**config.mk**
```make
export PLATFORM = sky130hd
export DESIGN_NAME = midi_uart_rx
export DESIGN_NICKNAME = d
export VERILOG_FILES = /design/src/rtl/midi_uart_rx.sv
export SDC_FILE = /design/constraint.sdc
export NUM_CORES = 1
export LEC_CHECK = 0
export ABC_AREA = 1
export BUFFER_PORTS_ARGS = -buffer_cell sky130_fd_sc_hd__buf_2
export CAP_MARGIN = 15
export CELL_PAD_IN_SITES_DETAIL_PLACEMENT = 2
export CELL_PAD_IN_SITES_GLOBAL_PLACEMENT = 2
export CORE_ASPECT_RATIO = 1.1
export CORE_UTILIZATION = 39
export CTS_CLUSTER_DIAMETER = 80
export CTS_CLUSTER_SIZE = 28
export DETAILED_ROUTE_END_ITERATION = 8
export GPL_TIMING_DRIVEN = 0
export PLACE_DENSITY = 0.89
export SETUP_SLACK_MARGIN = 0.05
export SLEW_MARGIN = 30
export SYNTH_ARGS = -nofsm -noshare
export SYNTH_HDL_FRONTEND = slang
export SYNTH_SLANG_ARGS = --single-unit
```
**constraint.sdc**
```tcl
create_clock -name sys_clk -period 5.45 [get_ports sys_clk]
set_clock_uncertainty 0.2 [all_clocks]
set_input_delay 1.09 -clock sys_clk [delete_from_list [all_inputs] [get_ports sys_clk]]
set_output_delay 1.09 -clock sys_clk [all_outputs]
set_load 0.02 [all_outputs]
```
**src/rtl/midi_uart_rx.sv**
```systemverilog
// MIDI serial receiver: 31,250 baud UART framing plus a channel-voice parser
// with running status, emitting one command/data packet per complete message.
module midi_uart_rx #(
   parameter int BYTE_W       = 8,
   parameter int CLKS_PER_BIT = 768
) (
   input  logic              sys_clk,
   input  logic              sys_rst,
   input  logic              midi_rx,
   output logic [BYTE_W-1:0] MIDI_CMD,
   output logic [BYTE_W-1:0] MIDI_DAT_0,
   output logic [BYTE_W-1:0] MIDI_DAT_1,
   output logic              MIDI_PACKET_RDY,
   output logic              rx_frame_err
);

   localparam int CW  = $clog2(CLKS_PER_BIT);
   localparam int BIW = (BYTE_W > 1) ? $clog2(BYTE_W) : 1;
   localparam logic [CW-1:0]  HALF_M1 = CW'(CLKS_PER_BIT/2 - 1);
   localparam logic [CW-1:0]  FULL_M1 = CW'(CLKS_PER_BIT - 1);
   localparam logic [BIW-1:0] LAST_BIT = BIW'(BYTE_W - 1);

   typedef enum logic [2:0] {S_IDLE, S_START, S_DATA, S_STOP, S_BREAK} state_t;

   logic              r_rx_meta, r_rx_s;
   state_t            r_state, w_state_nx;
   logic [CW-1:0]     r_cnt, w_cnt_nx;
   logic [BIW-1:0]    r_bit, w_bit_nx;
   logic [BYTE_W-1:0] r_shift, w_shift_nx;
   logic              r_byte_vld, w_byte_vld_nx;
   logic              r_frame_err, w_frame_err_nx;
   logic              w_tick;

   // Parser state; running status of zero means "none" since status bytes have the MSB set
   logic [BYTE_W-1:0] r_run, r_pend;
   logic              r_have;
   logic [BYTE_W-1:0] r_cmd, r_dat0, r_dat1;
   logic              r_rdy;
   logic [3:0]        w_hi, w_run_hi;
   logic              w_is_rt, w_is_sys, w_is_status, w_len1;

   always_ff @(posedge sys_clk or posedge sys_rst) begin
      if (sys_rst) begin
         r_rx_meta <= 1'b1;
         r_rx_s    <= 1'b1;
      end else begin
         r_rx_meta <= midi_rx;
         r_rx_s    <= r_rx_meta;
      end
   end

   always_ff @(posedge sys_clk or posedge sys_rst) begin
      if (sys_rst) begin
         r_state     <= S_IDLE;
         r_cnt       <= '0;
         r_bit       <= '0;
         r_shift     <= '0;
         r_byte_vld  <= 1'b0;
         r_frame_err <= 1'b0;
      end else begin
         r_state     <= w_state_nx;
         r_cnt       <= w_cnt_nx;
         r_bit       <= w_bit_nx;
         r_shift     <= w_shift_nx;
         r_byte_vld  <= w_byte_vld_nx;
         r_frame_err <= w_frame_err_nx;
      end
   end

   assign w_tick = (r_cnt == '0);

   always_comb begin
      w_state_nx     = r_state;
      w_cnt_nx       = w_tick ? r_cnt : r_cnt - 1'b1;
      w_bit_nx       = r_bit;
      w_shift_nx     = r_shift;
      w_byte_vld_nx  = 1'b0;
      w_frame_err_nx = 1'b0;
      case (r_state)
         S_IDLE: begin
            if (!r_rx_s) begin
               w_cnt_nx   = HALF_M1;
               w_state_nx = S_START;
            end
         end
         S_START: begin
            if (w_tick) begin
               if (r_rx_s) begin
                  w_state_nx = S_IDLE;
               end else begin
                  w_cnt_nx   = FULL_M1;
                  w_bit_nx   = '0;
                  w_state_nx = S_DATA;
               end
            end
         end
         S_DATA: begin
            if (w_tick) begin
               w_shift_nx = {r_rx_s, r_shift[BYTE_W-1:1]};
               w_cnt_nx   = FULL_M1;
               if (r_bit == LAST_BIT) w_state_nx = S_STOP;
               else                   w_bit_nx   = r_bit + 1'b1;
            end
         end
         S_STOP: begin
            if (w_tick) begin
               if (r_rx_s) begin
                  w_byte_vld_nx = 1'b1;
                  w_state_nx    = S_IDLE;
               end else begin
                  w_frame_err_nx = 1'b1;
                  w_state_nx     = S_BREAK;
               end
            end
         end
         S_BREAK: begin
            // a held-low line must return high before a new start bit counts
            if (r_rx_s) w_state_nx = S_IDLE;
         end
         default: w_state_nx = S_IDLE;
      endcase
   end

   assign w_hi        = r_shift[BYTE_W-1 -: 4];
   assign w_run_hi    = r_run[BYTE_W-1 -: 4];
   assign w_is_rt     = (w_hi == 4'hF) &&  r_shift[BYTE_W-5];
   assign w_is_sys    = (w_hi == 4'hF) && !r_shift[BYTE_W-5];
   assign w_is_status = r_shift[BYTE_W-1];
   assign w_len1      = (w_run_hi == 4'hC) || (w_run_hi == 4'hD);

   always_ff @(posedge sys_clk or posedge sys_rst) begin
      if (sys_rst) begin
         r_run  <= '0;
         r_pend <= '0;
         r_have <= 1'b0;
         r_cmd  <= '0;
         r_dat0 <= '0;
         r_dat1 <= '0;
         r_rdy  <= 1'b0;
      end else begin
         r_rdy <= 1'b0;
         if (r_frame_err) begin
            r_have <= 1'b0;
         end else if (r_byte_vld) begin
            if (w_is_rt) begin
               r_have <= r_have;
            end else if (w_is_sys) begin
               r_run  <= '0;
               r_have <= 1'b0;
            end else if (w_is_status) begin
               r_run  <= r_shift;
               r_have <= 1'b0;
            end else if (r_run != '0) begin
               if (!r_have) begin
                  r_pend <= r_shift;
                  if (w_len1) begin
                     r_cmd  <= r_run;
                     r_dat0 <= r_shift;
                     r_dat1 <= '0;
                     r_rdy  <= 1'b1;
                  end else begin
                     r_have <= 1'b1;
                  end
               end else begin
                  r_cmd  <= r_run;
                  r_dat0 <= r_pend;
                  r_dat1 <= r_shift;
                  r_rdy  <= 1'b1;
                  r_have <= 1'b0;
               end
            end
         end
      end
   end

   assign MIDI_CMD        = r_cmd;
   assign MIDI_DAT_0      = r_dat0;
   assign MIDI_DAT_1      = r_dat1;
   assign MIDI_PACKET_RDY = r_rdy;
   assign rx_frame_err    = r_frame_err;

endmodule

```
# Yosys cells after proc, flatten, opt, wreduce, memory -nomap -nowiden
# Index checks and enable logic that the tools add are counted.
[word_totals]
ff_bits = 69
inputBits = 3
elab_cells = 108
[classes]
addsub = 2
n_eq_ne = 17
n_mux = 50
bitwise_logic = 5
n_reduce_logical = 19
[ops]
columns = ["op", "count"]
rows = [
  ["$mux 8", 8],
  ["$mux 10", 5],
  ["$mux 3", 11],
  ["$pmux 10 s3", 1],
  ["$mux 1", 22],
  ["$ne 2x2->1 const B", 9],
  ["$pmux 3 s5", 1],
  ["$reduce_and 7->1", 2],
  ["$eq 4x4->1 const B", 3],
  ["$logic_not 10->1", 1],
  ["$sub 10x1->10 const B", 1],
  ["$reduce_bool 2->1", 4],
  ["$reduce_bool 8->1", 1],
  ["$eq 3x2->1 const B", 2],
  ["$eq 3x3->1 const B", 2],
  ["$pmux 3 s2", 1],
  ["$reduce_and 6->1", 1],
  ["$not 1->1", 5],
  ["$reduce_and 5->1", 1],
  ["$reduce_and 4->1", 1],
  ["$reduce_bool 4->1", 1],
  ["$add 3x1->3 const B", 1],
  ["$eq 3x1->1 const B", 1],
  ["$logic_not 3->1", 1],
  ["other kinds (6)", 7],
]

# Longest topological paths before layout
[depth]
word_depth = 10
depth_mapped = 12

# Worst setup path after synthesis
# OpenSTA, ideal clock, no wires.
[synth_timing]
kind = "reg2reg"
startpoint = "register r_cnt[0]"
endpoint = "register r_cnt[0]"
setup_time_ns = 0.124
arrival_ns = 1.776
required_time_ns = 5.126
slack_ns = 3.350
path_stages_with_launch = 13
path_buffers = 0
synth_period_minus_slack_ns = 2.100
path_cell_list = "dfrtp_1 > inv_1 > ha_1 > inv_2 > nor2_4 > nand3_2 > nor2_8 > inv_2 > ha_1 > nor2_1 > nand3_1 > nand3_1 > nand3_1"
[synth_via]
elab_chain_len = 5
elab_cells_between_ends = 8
cone_classes = "add/sub (1); mux (6); reduce/logical (1)"
[synth_lines]
columns = ["item", "line", "text"]
rows = [
  ["start: declaration", "27", "logic [CW-1:0] r_cnt, w_cnt_nx;"],
  ["start signal: assignment", "62", "r_cnt <= w_cnt_nx;"],
  ["$sub 10x1->10 or $logic_not 10->1 (tied branches)", "74, 70", ""],
  ["$mux 10", "74", "w_cnt_nx = w_tick ? r_cnt : r_cnt - 1'b1;"],
  ["$mux 10", "88", "if (r_rx_s) begin"],
  ["$mux 10", "87", "if (w_tick) begin"],
  ["$pmux 10 s3 (*)", "79", "case (r_state)"],
  ["named net w_cnt_nx[0]", "27", ""],
]
# The timed path passes the listed nets; every way through them passes the cells marked *.
# A chain may end at the register's enable or synchronous reset.

# Worst setup path in the final report
# Ends and elaborated chain as after synthesis.

==> impl_metrics.yaml <==
run_status:
  status: "complete, no violations"
synthesis:
  avgSynthCellArea_um2: 8.40
  yosysTopAreaCellShare_pct: 48.1
  synth_top_area_cell: "dfrtp_1"
  synth_ff_type: "dfrtp_1"
  yosysMostFrequentCell: "nand2_1"
  synth-edff-count: 0
  synth_top_family_by_area: "simple AND/OR/NAND/NOR gates"
  synth-compound-area-share_pct: 5.81
  yosysWarnings: 0
  synth_seq_cells: 67
  yosys.area_share.simple_pct: 34.0
  mappedNetlistArea_mm2: 0.00338
  synth_common_cells: "nand2_1 (128), dfrtp_1 (65), inv_1 (42)"
  synthXorXnorAreaFrac_pct: 0.778
  yosys-top-cells-area: "dfrtp_1 (48%), nand2_1 (14%), nand4_1 (6.3%)"
  synth_cells: 402
  async_flop_share_pct: 100
  yosys-mux-area-fraction_pct: 0
  synth_seq_area_share_pct: 49.7
  synthAdderAreaFrac_pct: 1.48
  netlist-cell-type-count: 35
setup_path:
  critical-path-top-delay-family: "simple AND/OR/NAND/NOR gates"
  critPathMaxFanout: 10
  r2r-end: "r_cnt[0]"
  slowest_delay_ns: 0.42
  rr_worst_depth: 12
  cp.required_ns: 5.48
  critPathBufInv: 3
  endpoint: "r_cnt[0]"
  slowest_stage: "dfrtp_1"
  timing.critical_path.from_type: "flop"
  crit_chain: "inv_1 -> ha_1 -> inv_2 -> nor2_4 -> nand3_2 -> nor2_8 -> inv_2 -> ha_1 -> nor2_1 -> nand3_1 -> nand3_1 -> nand3_1"
  crit_path_end_kind: "flop"
  crit_type: "reg -> reg"
  crit_cells: 12
  critical_path.startpoint: "r_cnt[0]"
  arrival_ns: 2.51
  rr_startpoint: "r_cnt[0]"
  crit_top_cell: "nand3_1"
  ff2ff_setup_slack_ns: 2.97
timing:
  max_freq_ghz: 0.403
  rsz0062_at_grt: "false"
  finalSetupTns_ns: 0
  slew_violations: 0
  period_share_pct: 45.5
  hold_viol: 0
  setup_viol: 0
  period_minus_slack_ns: 2.48
cts:
  cts_tree: "done"
  clk_pin_slew_ns: 0.07
  cts_setup_buffers: 0
  clockBufferDepth: 2
  cts_resized: 0
  htree_levels: 3
  cts_hold_buf: 0
  cts-root-buf: "clkbuf_8"
  cts.sinks: 67
  numCtsBuffers: 9
  clk_latency_ns: 0.35
detailed_routing:
  vias: 2879
  drt-initial-drc-count: 73
  wl_per_cell_um: 17.1
  post-route-drc-count: 0
  dr.pass1.iters: 4
  drt_wl_total_um: 9530
  ant_nets: 0
  via_per_inst: 5.18
power:
  switching_power_w: 0.000218
  cellInternalPower_w: 0.000675
  irDropWorstVdd_uv: 126
  p_per_area_mw_per_mm2: 232
  leakage_nw: 2.14
  combPwrFrac_pct: 2.0
  clockPowerShare_pct: 42.1
  netSwitchingFraction_pct: 24.4
  totalPowerFinal_w: 0.000892
  seqPwrFrac_pct: 55.9
layout:
  fin_nets: 448
  drive_gt1_share_pct: 21.1
  multi_input_area_mm2: 0.00143
  nFillCells: 996
  n_antenna_cell: 0
  seq_area_mm2: 0.00168
  syn_to_final_growth_pct: 13.9
grt:
  grt_usage_pct: 23.5
  grt_pass1_vias: 3237
  antenna_found_initial: 0
  grt_overflow: 0
  grt_pass1_wl_um: 16400
  grt_max_degree: 51
floorplan:
  initial_utilization_pct: 40.2
  die_w_um: 90.7
  die_area_mm2: 0.00904
  core_area_mm2: 0.00841
  num_rows: 35
  num_io_pins: 29
  die_y_um: 99.6
job:
  maxCapViolCount: 0
place:
  routabilityCongestion: 0.794
  dp_hpwl_um: 7130
  io_buffers: 26
min_path:
  hold_path.class: "reg -> reg"
## power groups by stage
stage / sequential, W / combinational (W) / clock, W
6_report: 0.000499 / 0.0000181 / 0.000375
5_1_grt: 0.000499 / 0.0000210 / 0.000403
4_1_cts: 0.000499 / 0.0000190 / 0.000382
3_5_place_dp: 0.000509 / 0.0000191 / 0
3_3_place_gp: 0.000509 / 0.0000158 / 0
2_1_floorplan: 0.000508 / 0.0000115 / 0
## cell families after synthesis
group / Yosys count
compound gates: 29
xor+xnor: 3
fa+ha+maj: 4
buf+inv: 66
flops: 67
other cells: 1
simple gates: 232
## cell type report
| type | count | share of cell area (%) |
|---|---|---|
| flip-flops and latches | 67 | 43.6 |
| multi-input cells | 270 | 37.1 |
| inverters | 50 | 4.94 |
| repair buffers | 27 | 4.10 |
| well taps | 111 | 3.61 |
| clock buffers | 10 | 3.58 |
| plain buffers | 16 | 2.24 |
| clock inverters | 5 | 0.780 |
## how the worst min path moves through the flow
stage,startpoint,slack [ns],endpoint,cells after the start
after detailed placement,r_rx_meta,0.15,r_rx_s,0
after floorplan,r_rx_meta,0.15,r_rx_s,0
after global routing,r_rx_meta,0.17,r_rx_s,0
final,r_rx_meta,0.16,r_rx_s,0
after global placement,r_rx_meta,0.15,r_rx_s,0
after CTS,r_rx_meta,0.17,r_rx_s,0
## metal layers
layer,track usage [%],vias to the layer above,wire length (um)
li1,-,1378,-
met1,27.2,1437,3990
met2,43.6,46,5120
met3,4.36,18,235
met4,7.94,0,187
met5,0,-,0
## sequential cells by signal, indices dropped and copies added, names as in the netlist
register and flops:
rx_frame_err 1, MIDI_DAT_0 7, r_rx_s 1, r_bit 3
r_cnt 10, MIDI_PACKET_RDY 1, r_shift 8, r_byte_vld 1
r_have 1, r_pend 7, r_rx_meta 1, MIDI_CMD 8
r_run 8, MIDI_DAT_1 7, r_state 3
## layout by cell type, fill, tap and decap left out, types with 6 or more instances in the layout
cell type and instances:
nand2_1 128, dfrtp_1 65, inv_1 41, nand4_1 34
buf_2 32, nand3_1 27, nor2_1 15, clkbuf_8 10
o21ai_0 9, o21ai_2 8, inv_2 7, nand3_2 6
clkbuf_1 6, nand2_2 6
## metrics by stage
stage,util (%),setup slack [ns],hold slack (ns),cells,area [um2]
after CTS,45.8,2.97,0.165,556,3850
final,45.8,2.97,0.161,556,3850
after global placement,43.4,1.56,0.147,540,3650
after detailed placement,43.8,3.00,0.153,541,3680
after global routing,45.8,2.80,0.166,556,3850
after floorplan,-,2.48,0.145,403,3380
Power figures use the tool's default switching activity.
